### src/rtl/table_fsm_pkg.sv
// Shared definitions for the table-driven FSM: default geometry and table entry layout.
// The bench and any table loader pack entries with the same helpers.
package table_fsm_pkg;

    localparam int DEF_SW = 3;
    localparam int DEF_IW = 2;
    localparam int DEF_OW = 3;
    localparam int DEF_CW = 16;

    // Number of table entries for a given state/input width.
    function automatic int tbl_depth(input int sw, input int iw);
        return 1 << (sw + iw);
    endfunction

    // Entry layout is {next_state, out}; these give the bit positions of each field.
    function automatic int nxt_lsb(input int ow);
        return ow;
    endfunction

    function automatic int out_msb(input int ow);
        return ow - 1;
    endfunction

endpackage

### src/rtl/fsm_table_ram.sv
// Transition table storage: one write port, one asynchronous read port, and a
// per-entry valid vector that is cleared by reset while the data array is not.
module fsm_table_ram
    import table_fsm_pkg::*;
#(
    parameter int AW = DEF_SW + DEF_IW,
    parameter int DW = DEF_SW + DEF_OW
) (
    input  logic          clk,
    input  logic          reset,
    input  logic          we,
    input  logic [AW-1:0] waddr,
    input  logic [DW-1:0] wdata,
    input  logic [AW-1:0] raddr,
    output logic [DW-1:0] rdata,
    output logic          rvalid
);

    localparam int DEPTH = 1 << AW;

    logic [DW-1:0]    mem [DEPTH];
    logic [DEPTH-1:0] valid_reg;

    // A write coinciding with reset is dropped so data and valid bit stay consistent.
    always_ff @(posedge clk) begin
        if (we && !reset) begin
            mem[waddr] <= wdata;
        end
    end

    generate
        for (genvar gi = 0; gi < DEPTH; gi++) begin : g_valid
            always_ff @(posedge clk) begin
                if (reset) begin
                    valid_reg[gi] <= 1'b0;
                end else if (we && (waddr == AW'(gi))) begin
                    valid_reg[gi] <= 1'b1;
                end
            end
        end
    endgenerate

    assign rdata  = mem[raddr];
    assign rvalid = valid_reg[raddr];

endmodule

### src/rtl/table_fsm.sv
// Programmable FSM whose next state and output come from a RAM indexed by {state, a}.
// Supports Moore (registered) or Mealy (combinational) output, sticky error and step count.
module table_fsm
    import table_fsm_pkg::*;
#(
    parameter int          SW          = DEF_SW,
    parameter int          IW          = DEF_IW,
    parameter int          OW          = DEF_OW,
    parameter int unsigned RESET_STATE = 0,
    parameter bit          MEALY       = 1'b0,
    parameter int          CW          = DEF_CW
) (
    input  logic             clk,
    input  logic             reset,
    input  logic             en,
    input  logic [IW-1:0]    a,
    input  logic             cfg_we,
    input  logic [SW+IW-1:0] cfg_addr,
    input  logic [SW+OW-1:0] cfg_data,
    output logic [SW-1:0]    state,
    output logic [OW-1:0]    saida,
    output logic             err,
    output logic [CW-1:0]    steps
);

    localparam int AW = SW + IW;
    localparam int DW = SW + OW;
    localparam int NXT_LSB = nxt_lsb(OW);
    localparam int OUT_MSB = out_msb(OW);

    logic [SW-1:0] state_reg;
    logic          err_reg;
    logic [CW-1:0] steps_reg;

    logic [AW-1:0] idx;
    logic [DW-1:0] entry;
    logic          entry_valid;
    logic [SW-1:0] entry_nxt;
    logic [OW-1:0] entry_out;
    logic          take_step;

    assign idx       = {state_reg, a};
    assign entry_nxt = entry[DW-1:NXT_LSB];
    assign entry_out = entry[OUT_MSB:0];
    assign take_step = en && entry_valid;

    // Async read means a same-cycle write to idx is only visible after the edge.
    fsm_table_ram #(
        .AW (AW),
        .DW (DW)
    ) u_ram (
        .clk    (clk),
        .reset  (reset),
        .we     (cfg_we),
        .waddr  (cfg_addr),
        .wdata  (cfg_data),
        .raddr  (idx),
        .rdata  (entry),
        .rvalid (entry_valid)
    );

    always_ff @(posedge clk) begin
        if (reset) begin
            state_reg <= SW'(RESET_STATE);
            err_reg   <= 1'b0;
            steps_reg <= '0;
        end else begin
            if (take_step) begin
                state_reg <= entry_nxt;
                if (steps_reg != {CW{1'b1}}) begin
                    steps_reg <= steps_reg + CW'(1);
                end
            end
            if (en && !entry_valid) begin
                err_reg <= 1'b1;
            end
        end
    end

    generate
        if (MEALY) begin : g_mealy
            assign saida = entry_valid ? entry_out : '0;
        end else begin : g_moore
            logic [OW-1:0] saida_reg;
            always_ff @(posedge clk) begin
                if (reset) begin
                    saida_reg <= '0;
                end else if (take_step) begin
                    saida_reg <= entry_out;
                end
            end
            assign saida = saida_reg;
        end
    endgenerate

    assign state = state_reg;
    assign err   = err_reg;
    assign steps = steps_reg;

endmodule

### config.mk
export PLATFORM = sky130hd
export DESIGN_NAME = table_fsm
export DESIGN_NICKNAME = d
export VERILOG_FILES = /design/src/rtl/table_fsm_pkg.sv /design/src/rtl/fsm_table_ram.sv /design/src/rtl/table_fsm.sv
export SDC_FILE = /design/constraint.sdc
export NUM_CORES = 1
export LEC_CHECK = 0
export ABC_AREA = 1
export CAP_MARGIN = 30
export CELL_PAD_IN_SITES_DETAIL_PLACEMENT = 0
export CELL_PAD_IN_SITES_GLOBAL_PLACEMENT = 1
export CORE_UTILIZATION = 52
export DETAILED_ROUTE_END_ITERATION = 16
export PLACE_DENSITY = 0.95
export SYNTH_ARGS = -nofsm -noshare
export SYNTH_HDL_FRONTEND = slang
export SYNTH_SLANG_ARGS = --single-unit
### constraint.sdc
create_clock -name clk -period 4 [get_ports clk]
set_input_delay 0.4 -clock clk [delete_from_list [all_inputs] [get_ports clk]]
set_output_delay 0.4 -clock clk [all_outputs]
set_load 0.02 [all_outputs]
==> results.txt <==
----------------------------------------------------
[Synth]
  Instance count of the mapped netlist ... roughly 1000
  Share of flip-flops with an asynchronous set or reset ... 0
  Proportion of synthesized chip area in sequential cells ... 0.659
  Cell variety after synth ... 32
  Top cells by area, synth ... edfxtp_1, dfxtp_1, nor2_1
  Flop and latch count out of synthesis ... 247
  Cell with the most instances after synthesis ... nor2_1
  Post-Synthesis Mean Instance Area ... between 10 and 15 sq um
  Total of warnings raised by yosys ... 0
  Most used standard cells in the synthesized netlist ... nor2_1, edfxtp_1, nand2_1, o21ai_0, nand3_1
  Post-synthesis net count ... between 1000 and 1500
  Post-synth top flop ... edfxtp_1
  Area leader, netlist ... edfxtp_1
  Post-synth EDFFs ... about 190
  Area share of the largest cell type after synthesis ... 0.554
  Post-synthesis cell area ... ~10000 sq um

[GRT]
  Gr ovfl total ... 0
  Via count of the first global-routing pass ... between 7000 and 8000
  Maximum number of pins on one net before global-route repair ... 110
  All-Layer GR Usage ... 0.253
  Global-route wire length before repair ... ~40 mm
  Antenna violations before repair ... 0

[Final layout]
  Number of antenna repair diodes ... 0
  Flip-flop count of the largest register, all copies and words added ... approximately 190
  Layout overhead on the synthesized area ... 11.2%
  Share of layout cells above drive strength 1 ... 0.0610
  Area of the multi-input gates ... slightly above 3000 sq um
  Sequential Area ... around 7000 sq um
  NumNets Final ... between 1000 and 1500
  Final-layout fill cell count ... 1668

[Die]
  Die Span X ... ~140 um
  Vertical extent of the die ... about 140 um
  Site Rows ... 51
  Die Footprint ... between 20000 and 25000 sq um
  Initial standard-cell utilization of the core ... 0.533
  Core Area ... a little under 20000 sq um
  IO Count ... 40

[STA]
  Slew Limit Headroom ... 0.384
  Final Cycle Share ... 0.607
  Unrepaired setup endpoints after global routing ... no
  Clock period minus final worst setup slack ... around 2.4 ns
  Worst slew pin tran ... 0.924 ns
  Max frequency ... 412 MHz
  Worst clock skew on the final layout ... around 0.02 ns
  Minimum hold slack ... around 0.46 ns
  Final count of hold timing violations ... 0
  Final setup violation count ... 0
  Final-layout setup total negative slack ... 0 ns
  Max Transition Viols Final ... 0

[Worst setup path]
  Kind of critical path ... flip-flop to output pin
  Type of origin of the critical path ... flip-flop
  CP endpoint kind ... output pin
  Worst path cell trace ... clkdlybuf4s50_1
  Worst-path cell with the longest stage delay ... dfxtp_1
  Cell depth of the worst flop-to-flop path ... 7
  Top fanout value on the critical path ... 16
  Data required time of the worst path ... ~3.6 ns
  Buffers & Inverters on Critical Path ... 1
  Top cell family by delay on the critical path ... flip-flops
  Cell count along the critical path ... 1
  Data arrival at the endpoint of the critical path ... 2.03 ns
  Slowest Stage Delay on Critical Path ... roughly 0.78 ns

[Job]
  Number of max-cap violations ... 0

[CTS]
  Worst-Skew Late Latency ... roughly 0.53 ns
  Clock buffer depth ... 3
  Clock sink total ... 247
  Resize count post-CTS ... 0
  TritonCTS clock tree ... done
  CTS hold repair buffers ... 0
  Library cell used as clock root buffer ... clkbuf_16
  Clock edge transition at the registers on the reported setup and hold paths ... 0.06 ns
  Setup Buffers After CTS ... 0
  # H-tree levels ... 1
  Total CTS buffers ... 25

[Drt]
  Per-cell via count in the routed design ... 5.75
  WL/cell ... approximately 19 um
  Vias after detailed routing ... 7555
  Final routed wirelength across all metal layers ... 25.4 mm
  Number of optimization iterations in the first detailed-route pass ... 5
  Post-route ant nets ... 0
  DRC violations left ... 0
  Drt initial violations ... just under 900

[Pwr]
  Static leakage ... between 0.003 and 0.004 uW
  Total power divided by cell area ... ~470 nW/um^2
  Peak supply drop ... 0.325 mV

[Hold path]
  Min-Delay Path Depth ... 2
  Min-Delay Path Class ... flip-flop to flip-flop

[Placed design]
  DPL Wire Length ... roughly 15 mm
  RD Place Congestion ... between 0.8 and 0.9
  Port Buffer Count ... 39

[Run status]
  Outcome ... completed

----------------------------------------------------
==> routing by layer <==
layer / vias up / part of all wire / track usage / wire (um)
li1: 3557 / - / - / -
met1: 3606 / 0.41 / 0.349 / 10500
met2: 328 / 0.47 / 0.402 / 11900
met3: 64 / 0.079 / 0.0390 / 2010
met4: 0 / 0.039 / 0.104 / 990
met5: - / 0 / 0 / 0
==> area by class of cell <==
type / instances / area share
multi-input cells: 670 / 0.264
clock buffers: 28 / 0.0550
flip-flops and latches: 247 / 0.593
repair buffers: 49 / 0.0374
clock inverters: 14 / 0.00810
inverters: 42 / 0.0143
well taps: 265 / 0.0286
==> through the flow <==
stage | area (sq um) | power (uW) | setup slack (ns) | utilization | std cells
after floorplan | 10400 | 3150 | 2.19 | - | 1020
after global placement | 10900 | 3320 | 1.26 | 0.556 | 1273
after detailed placement | 10900 | 3330 | 1.22 | 0.556 | 1273
after CTS | 11600 | 5410 | 1.57 | 0.593 | 1315
after global routing | 11600 | 5550 | 1.50 | 0.593 | 1315
final | 11600 | 5410 | 1.57 | 0.593 | 1315
==> power breakdown <==
group	switching (uW)	internal, uW
logic	329	130
registers	25.4	2790
clock network	930	1200
==> path summary, 6_finish.rpt <==
check	from	endpoint	slack, ns
max reg2reg	state[1]	steps[1]	1.62
max	state[1]	state[1]	1.57
min	u_ram.valid_reg[15]	u_ram.valid_reg[15]	0.46
min reg2reg	u_ram.valid_reg[15]	u_ram.valid_reg[15]	0.46
==> placed cells by master, fill, tap and decap left out, drive strengths merged, types with 5 or more instances in the layout <==
cell type      Yosys  routed
nor2             243     243
edfxtp           192     192
nand2            152     152
o21ai            124     124
nand3             77      77
dfxtp             55      55
inv               41      42
o211ai            38      38
clkdlybuf4s50      0      32
clkbuf            35      28
nand4             19      19
buf               26      17
clkinv             1      13
a21oi              6       6
o221ai             5       5
==> cells by family (layout without fill, tap and decap cells) <==
family,count (synthesis),in the layout,synth area share
AOI/OAI and AO/OA,174,174,0.0947
xor gates and xnor gates,1,1,0.000841
adders and majority gates,1,1,0.00120
buffers and inverters,103,133,0.0470
DFF,247,247,0.659
and+or+nand+nor,494,494,0.197
(Power assumes the default switching activity.)
